**config.mk**
```make
export PLATFORM = sky130hd
export DESIGN_NAME = lsu_ctrl
export DESIGN_NICKNAME = d
export VERILOG_FILES = /design/src/rtl/lsu_pkg.sv /design/src/rtl/lsu_align.sv /design/src/rtl/lsu_ctrl.sv
export SDC_FILE = /design/constraint.sdc
export NUM_CORES = 1
export LEC_CHECK = 0
export BUFFER_PORTS_ARGS = -buffer_cell sky130_fd_sc_hd__buf_2
export CELL_PAD_IN_SITES_DETAIL_PLACEMENT = 1
export CELL_PAD_IN_SITES_GLOBAL_PLACEMENT = 2
export CORE_MARGIN = 2
export CORE_UTILIZATION = 27
export DETAILED_ROUTE_END_ITERATION = 8
export PLACE_DENSITY = 0.8
export SLEW_MARGIN = 10
export SYNTH_ARGS = -nofsm -noshare
export SYNTH_HDL_FRONTEND = slang
export SYNTH_SLANG_ARGS = --single-unit
```
**constraint.sdc**
```tcl
create_clock -name clk -period 2.59 [get_ports clk]
set_clock_uncertainty 0.2 [all_clocks]
set_input_delay 0.1295 -clock clk [delete_from_list [all_inputs] [get_ports clk]]
set_output_delay 0.1295 -clock clk [all_outputs]
set_load 0.02 [all_outputs]
```
**src/rtl/lsu_pkg.sv**
```systemverilog
// Shared definitions for the load/store unit: funct3 encodings, FSM states,
// and the byte-lane helpers used by the alignment datapath.
package lsu_pkg;

  localparam logic [2:0] LSU_B  = 3'b000;
  localparam logic [2:0] LSU_H  = 3'b001;
  localparam logic [2:0] LSU_W  = 3'b010;
  localparam logic [2:0] LSU_BU = 3'b100;
  localparam logic [2:0] LSU_HU = 3'b101;

  typedef enum logic [1:0] {
    ST_IDLE,
    ST_REQ,
    ST_WAIT,
    ST_RESP
  } lsu_state_t;

  // Unsupported encodings count as misaligned so they complete without a bus access.
  function automatic logic lsu_misaligned(input logic [2:0] funct3, input logic [1:0] off);
    logic bad;
    case (funct3)
      LSU_B, LSU_BU: bad = 1'b0;
      LSU_H, LSU_HU: bad = off[0];
      LSU_W:         bad = (off != 2'b00);
      default:       bad = 1'b1;
    endcase
    return bad;
  endfunction

  function automatic logic [3:0] lsu_strobe(input logic [2:0] funct3, input logic [1:0] off);
    logic [3:0] strb;
    case (funct3[1:0])
      2'b00:   strb = 4'b0001 << off;
      2'b01:   strb = 4'b0011 << off;
      default: strb = 4'b1111;
    endcase
    return strb;
  endfunction

  // Replicating the store data across lanes lets the strobe alone pick the bytes.
  function automatic logic [31:0] lsu_replicate(input logic [2:0] funct3, input logic [31:0] wdata);
    logic [31:0] lanes;
    case (funct3[1:0])
      2'b00:   lanes = {4{wdata[7:0]}};
      2'b01:   lanes = {2{wdata[15:0]}};
      default: lanes = wdata;
    endcase
    return lanes;
  endfunction

  function automatic logic [31:0] lsu_extend(input logic [2:0] funct3, input logic [1:0] off,
                                             input logic [31:0] rdata);
    logic [7:0]  b;
    logic [15:0] h;
    logic [31:0] res;
    b = rdata[8*off +: 8];
    h = rdata[16*off[1] +: 16];
    case (funct3)
      LSU_B:   res = {{24{b[7]}}, b};
      LSU_BU:  res = {24'b0, b};
      LSU_H:   res = {{16{h[15]}}, h};
      LSU_HU:  res = {16'b0, h};
      default: res = rdata;
    endcase
    return res;
  endfunction

endpackage

```
**src/rtl/lsu_align.sv**
```systemverilog
// Combinational byte-lane logic: alignment check, strobes and lane replication
// on the request side, extraction and extension on the response side.
module lsu_align
  import lsu_pkg::*;
(
  input  logic [2:0]  req_funct3,
  input  logic [1:0]  req_off,
  input  logic [31:0] req_wdata,
  input  logic [2:0]  rsp_funct3,
  input  logic [1:0]  rsp_off,
  input  logic [31:0] rsp_rdata,
  output logic        misaligned,
  output logic [3:0]  wstrb,
  output logic [31:0] wdata_lanes,
  output logic [31:0] rdata_ext
);

  assign misaligned  = lsu_misaligned(req_funct3, req_off);
  assign wstrb       = lsu_strobe(req_funct3, req_off);
  assign wdata_lanes = lsu_replicate(req_funct3, req_wdata);
  assign rdata_ext   = lsu_extend(rsp_funct3, rsp_off, rsp_rdata);

endmodule

```
**src/rtl/lsu_ctrl.sv**
```systemverilog
// Load/store initiator: accepts one load/store at a time, issues a single
// word-aligned memory request, and returns extended load data or an error.
module lsu_ctrl
  import lsu_pkg::*;
(
  input  logic        clk,
  input  logic        rst_n,
  input  logic        in_valid,
  output logic        in_ready,
  input  logic [31:0] in_addr,
  input  logic [31:0] in_wdata,
  input  logic [2:0]  in_funct3,
  input  logic        in_store,
  output logic        mem_req_valid,
  input  logic        mem_req_ready,
  output logic [31:0] mem_addr,
  output logic        mem_wen,
  output logic [3:0]  mem_wstrb,
  output logic [31:0] mem_wdata,
  input  logic        mem_resp_valid,
  input  logic [31:0] mem_rdata,
  output logic        out_valid,
  input  logic        out_ready,
  output logic [31:0] out_rdata,
  output logic        out_err
);

  lsu_state_t  state;
  logic [1:0]  off_q;
  logic [2:0]  funct3_q;
  logic        store_q;
  logic [31:0] addr_q;
  logic [3:0]  wstrb_q;
  logic [31:0] wdata_q;
  logic [31:0] rdata_q;
  logic        err_q;

  logic        misal_c;
  logic [3:0]  strb_c;
  logic [31:0] lanes_c;
  logic [31:0] ext_c;

  lsu_align u_align (
    .req_funct3  (in_funct3),
    .req_off     (in_addr[1:0]),
    .req_wdata   (in_wdata),
    .rsp_funct3  (funct3_q),
    .rsp_off     (off_q),
    .rsp_rdata   (mem_rdata),
    .misaligned  (misal_c),
    .wstrb       (strb_c),
    .wdata_lanes (lanes_c),
    .rdata_ext   (ext_c)
  );

  // Transaction FSM; request fields are captured on accept and held until the next accept.
  always_ff @(posedge clk) begin
    if (!rst_n) begin
      state    <= ST_IDLE;
      off_q    <= '0;
      funct3_q <= '0;
      store_q  <= 1'b0;
      addr_q   <= '0;
      wstrb_q  <= '0;
      wdata_q  <= '0;
      rdata_q  <= '0;
      err_q    <= 1'b0;
    end else begin
      case (state)
        ST_IDLE: begin
          if (in_valid) begin
            off_q    <= in_addr[1:0];
            funct3_q <= in_funct3;
            store_q  <= in_store;
            addr_q   <= {in_addr[31:2], 2'b00};
            wstrb_q  <= in_store ? strb_c : 4'b0000;
            wdata_q  <= in_store ? lanes_c : '0;
            rdata_q  <= '0;
            err_q    <= misal_c;
            state    <= misal_c ? ST_RESP : ST_REQ;
          end
        end
        ST_REQ: begin
          if (mem_req_ready) state <= ST_WAIT;
        end
        ST_WAIT: begin
          if (mem_resp_valid) begin
            if (!store_q) rdata_q <= ext_c;
            state <= ST_RESP;
          end
        end
        ST_RESP: begin
          if (out_ready) state <= ST_IDLE;
        end
        default: state <= ST_IDLE;
      endcase
    end
  end

  assign in_ready      = (state == ST_IDLE);
  assign mem_req_valid = (state == ST_REQ);
  assign mem_addr      = addr_q;
  assign mem_wen       = store_q;
  assign mem_wstrb     = wstrb_q;
  assign mem_wdata     = wdata_q;
  assign out_valid     = (state == ST_RESP);
  assign out_rdata     = rdata_q;
  assign out_err       = err_q;

endmodule

```
Word-level counts from Yosys, hierarchy flattened
Index checks and enable logic that the tools add are counted.
{ "word_totals": {"reg_bits": 107, "in_bits": 106, "output_inout_bits": 105, "elab_cells": 56} }
{ "classes": {"n_eq_ne": 16, "shifts": 4, "mux": 16, "n_reduce_logical": 11} }
{ "op_table": {"columns": ["op", "count"], "rows": [
  ["2-to-1 mux 32 bit", 4],
  ["one-hot mux 32 bit (2 select lines)", 2],
  ["one-hot mux 32 bit (4 select lines)", 1],
  ["indexed part select 32 x 6 -> 16 bit", 1],
  ["indexed part select 32 x 6 -> 8 bit", 1],
  ["equality test 3 bit (second input constant)", 4],
  ["2-to-1 mux 2 bit", 5],
  ["one-hot mux 2 bit (4 select lines)", 1],
  ["one-hot mux 4 bit (2 select lines)", 1],
  ["AND reduction 4 bit", 2],
  ["equality test 3 x 1 -> 1 bit (second input constant)", 2],
  ["zero test 3 bit", 2],
  ["inequality test 2 bit (second input constant)", 3],
  ["equality test 2 x 1 -> 1 bit (second input constant)", 2],
  ["equality test 2 bit (second input constant)", 2],
  ["zero test 2 bit", 2],
  ["2-to-1 mux 4 bit", 1],
  ["inequality test 2 x 1 -> 1 bit (second input constant)", 2],
  ["nonzero test 2 bit", 2],
  ["OR reduction 2 bit", 2],
  ["left shift 1 x 2 -> 4 bit (first input constant)", 1],
  ["left shift 2 x 2 -> 4 bit (first input constant)", 1],
  ["equality test 3 x 2 -> 1 bit (second input constant)", 1],
  ["one-hot mux 1 bit (3 select lines)", 1],
  ["AND reduction 2 bit", 1]
]} }

Logic depth before layout (Yosys ltp)
{ "logic_depth": {"ltp_word": 6, "depth_mapped": 8, "ltp_nobuf": 6} }

Modules after synthesis
A second synthesis with hierarchy kept.
{ "unflattened": {"cells_unflattened": 683, "area_unflattened_um2": 5531.6} }
{ "by_module_without_submodules": {"columns": ["module", "n_inst", "cells_each", "area_each_um2", "seq_area_each_um2"], "rows": [
  ["lsu_ctrl", 1, 489, 4276.6, 2142.1],
  ["lsu_align", 1, 194, 1255.0, 0.0]
]} }

Worst setup path before layout
No wires, ideal clock.
{ "synth_path": {"kind": "reg-to-reg", "startpoint": "register state[0]", "endpoint": "register rdata_q[22], in the netlist out_rdata[22]", "setup_ns": 0.060, "t_arrival_ns": 2.039, "required_time_ns": 2.330, "path_slack_ns": 0.291, "stages_incl_launch_ff": 8, "path_buffers": 1, "period_less_slack_ns": 2.299, "path_cell_list": "dfxtp_1 -> inv_1 -> ha_1 -> nor2b_4 -> or3_4 -> a2111oi_4 -> buf_6 -> a221o_1"} }
{ "synth_between": {"elab_chain_cells": 3, "elab_cells_between_ends": 8, "classes_between": "eq/ne (4); mux (1); reduce/logical (3)"} }
{ "synth_lines": {"columns": ["item", "line_no", "rtl"], "rows": [
  ["start: declaration", "lsu_ctrl.sv:28", "lsu_state_t state;"],
  ["start signal: assignment", "lsu_ctrl.sv:80", "state <= misal_c ? ST_RESP : ST_REQ;"],
  ["zero test 2 bit *", null, null],
  ["via in_ready", "lsu_ctrl.sv:9", "output logic in_ready,"],
  ["inequality test 2 bit (no source line) or nonzero test 2 bit (tied branches)", null, null],
  ["AND reduction 4 bit (no source line)", null, null],
  ["end signal: assignment", "lsu_ctrl.sv:88", "if (!store_q) rdata_q <= ext_c;"],
  ["end: declaration", "lsu_ctrl.sv:35", "logic [31:0] rdata_q;"]
]} }
The timed path passes the listed nets; every way through them passes the cells marked *.
A chain may end at the register's enable or synchronous reset.

Worst setup path after layout
{ "layout_path": {"startpoint": "register off_q[1]", "endpoint": "register rdata_q[30], in the netlist out_rdata[30]"} }
{ "layout_between": {"elab_chain_cells": 5, "elab_cells_between_ends": 6, "classes_between": "shift (2); mux (4)"} }
{ "layout_lines": {"columns": ["item", "line_no", "rtl"], "rows": [
  ["start: declaration", "lsu_ctrl.sv:29", "logic [1:0] off_q;"],
  ["start signal: assignment", "lsu_ctrl.sv:72", "off_q <= in_addr[1:0];"],
  ["indexed part select 32 x 6 -> 16 bit or indexed part select 32 x 6 -> 8 bit (tied branches)", "lsu_pkg.sv:57, lsu_pkg.sv:56", null],
  ["one-hot mux 32 bit (4 select lines) *", "lsu_pkg.sv:58", "case (funct3)"],
  ["2-to-1 mux 32 bit *", "lsu_ctrl.sv:88", null],
  ["2-to-1 mux 32 bit *", "lsu_ctrl.sv:87", "if (mem_resp_valid) begin"],
  ["one-hot mux 32 bit (2 select lines) *", "lsu_ctrl.sv:69", "case (state)"]
]} }
Every way passes the cells marked *; elsewhere a longest branch is shown, timed or not. The select of a mux whose other input is x is not followed.

==> impl_metrics.ini <==
[run_status]
status = completed

[grt]
antenna_found_initial = 1
grt_max_degree = 77
overflow = 0
grt_pass1_vias = 5624
grtUsageTotal_pct = 19.0
grt_first_pass_wirelength_um = 29600

[cts]
htree_levels = 3
clockRootBuffer = clkbuf_16
numCtsBuffers = 9
cts_resized = 0
clkLatencyLatePin_ps = 360
clock_sinks = 107
clkTransAtPathRegs_ps = 70
cts_tree = yes
cts_max_path_buffers = 2

[routing]
first_pass_iters = 4
vias_per_cell = 4.83
post_drt_wl_per_cell_um = 17.5
drc = 0
drt_iter0_markers = 153
routed_wl_um = 18600
num_vias = 5133
ant_nets = 0

[worst_hold_path]
min-delay-start = in_funct3[0]
hp-class = in2reg
min_to = funct3_q[0]
hold_depth = 3

[setup_path]
crit_slowest_cell = dfxtp_1
critPathArrivalTime_ps = 2380
ff2ff_path_depth = 5
worstPathBufferInverterCount = 1
setup.worst_path.start_class = flop
crit_fanout = 16
path_cells = mux2_2 > a22oi_4 > a2111oi_4 > buf_4 > a221o_2
r2r_end = out_rdata[30]
slowest_delay_ps = 650
cp_top_family = compound AO/OA/AOI/OAI gates
crit_type = reg2reg
cp.required_ps = 2630
r2r_start = off_q[1]
rrSetupSlack_ps = 250
end_kind = flop

[sta]
tightest_slew_ps = 698
fmaxAchievable_mhz = 428
setup-tns-final_ps = 0
setup_viol = 0
holdWs_ps = 11.4
period_share_pct = 90.2
period_needed_ps = 2340
slew_headroom_pct = 53.5
rsz0062_at_grt = false
hold_violations = 0
slew_violations = 0

[logic_synthesis]
synth_warnings = 0
synth_seq_cells = 107
synth_simple_gate_area_share_pct = 20.4
synth-edff-count = 0
ys.flop_type = dfxtp_1
synth_fa_ha_area_share_pct = 1.02
synth_mux_area_share_pct = 5.94
synthCells = 548
synthXorXnorAreaFrac_pct = 0
synthesis.area_sq_mm = 0.00491
ys_async_sr_fraction_pct = 0
postSynthAreaPerCell_sq_um = 8.96
ys_types = 48
synth_top_family_by_area = compound AO/OA/AOI/OAI gates
seq_area_frac_synth_pct = 43.6
synth_compound_area_share_pct = 24.4

[floorplanning]
num_io_pins = 211
die_area_sq_mm = 0.0193
num_rows = 49
dieWidth_um = 139
start_util_pct = 27.4
core-area_sq_mm = 0.0179
fp.dieH_um = 139

[finish]
multi_input_area_sq_mm = 0.00256
antenna-diode-count = 0
drive_gt1_share_pct = 34.6
final-seq-area_sq_mm = 0.00214
fin_area_sq_mm = 0.00738
fillers = 2143
nets = 938
area_delta_synth_final_pct = 50.2

[power]
vdd_drop_max_mv = 0.308
p_leak_nw = 3.24
power_density_mw_per_mm2 = 712

[placement]
place.gp.congestion = 0.857
placed_area_sq_mm = 0.00615
portBuffers = 208
post-dp-hpwl_um = 12900

[job]
max_cap_viol_count = 0
cell usage after synthesis, types with 10 or more instances:
cell	instances	area share (%)
a21boi_0	39	6.0
a21oi_1	19	1.9
a221o_2	14	3.2
a22oi_1	16	2.4
and2_1	17	2.2
clkbuf_1	36	2.8
dfxtp_1	107	44
mux2_2	25	5.7
nand2_1	96	7.3
nand2b_1	10	1.3
nor2b_1	40	5.1
o21ai_0	44	4.5
worst max path at each step:
stage          cells past startpoint  slack [ps]      from             to
2_1_floorplan                      7         290  state[0]  out_rdata[22]
3_3_place_gp                       5         370  off_q[1]  out_rdata[26]
3_5_place_dp                       5         290  off_q[1]  out_rdata[31]
4_1_cts                            5         280  off_q[1]  out_rdata[24]
5_1_grt                            5         130  off_q[1]  out_rdata[31]
6_report                           5         250  off_q[1]  out_rdata[30]
routing by layer:
metal | vias up | global-route usage (%) | wire length [um]
met5 | - | 0 | 12
met4 | 2 | 6.54 | 414
met3 | 30 | 5.46 | 1390
met2 | 181 | 33.4 | 8970
met1 | 2449 | 22.0 | 7770
li1 | 2471 | - | -
cells in the final DEF (no fill, tap or decap), types with 2 or more instances in the layout:
cell type	n
clkinvlp_4	2
a221o_1	2
mux2_2	25
o2bb2ai_1	6
buf_2	208
a221o_2	14
nor3_2	2
o21ai_0	44
buf_4	11
nand2b_1	10
nor2_1	6
a21boi_0	39
inv_6	2
a21oi_1	19
a22oi_1	16
dlygate4sd3_1	95
and3b_1	5
a32o_1	8
dfxtp_1	107
and2_1	17
nor2b_1	39
or3_1	8
inv_1	6
conb_1	2
clkinv_2	2
clkbuf_16	9
nor4_1	2
ha_1	4
nand2_1	95
a211o_1	5
metrics by stage:
step	cells	utilization, %	setup slack (ps)	power, W
after floorplan	549	-	291	0.00318
after global placement	951	34.4	373	0.00376
after detailed placement	951	34.4	291	0.00385
after CTS	1062	41.2	276	0.00531
after global routing	1062	41.2	133	0.00556
final	1062	41.2	254	0.00525
logic make-up after synthesis:
family	count (synthesis)
AOI/OAI and AO/OA	163
adders and majority gates	4
buffers and inverters	53
DFF	107
muxes	26
other	1
and+or+nand+nor	194
power by group:
| group | switching, W | leakage (nW) | internal (W) | total [W] |
|---|---|---|---|---|
| sequential | 0.000156 | 0.871 | 0.00186 | 0.00201 |
| combinational | 0.00116 | 2.24 | 0.000741 | 0.00191 |
| clock | 0.000672 | 0.132 | 0.000659 | 0.00133 |
layout make-up:
class / count / share of cell area [%]
sequential: 107 / 29.0
tap: 229 / 3.88
clock buffer: 9 / 3.05
multi-input combinational: 389 / 34.6
timing repair buffer: 315 / 28.4
clock inverter: 7 / 0.695
inverter: 6 / 0.305
tightest hold or removal path, cell delays in order:
cell,delay (ps)
buf_2,210
nand2_1,100
a21boi_0,70
sequential cells by signal (all words and copies together) (netlist names):
register	count
mem_wen	1
mem_wdata	32
mem_wstrb	4
state	2
out_err	1
funct3_q	3
mem_addr	30
out_rdata	32
off_q	2
what timing repair did:
action                                 in CTS  in global routing
hold buffers                               95                  0
setup buffers                               0                  0
endpoints found under the hold margin      95                  0
Power figures use the tool's default switching activity.
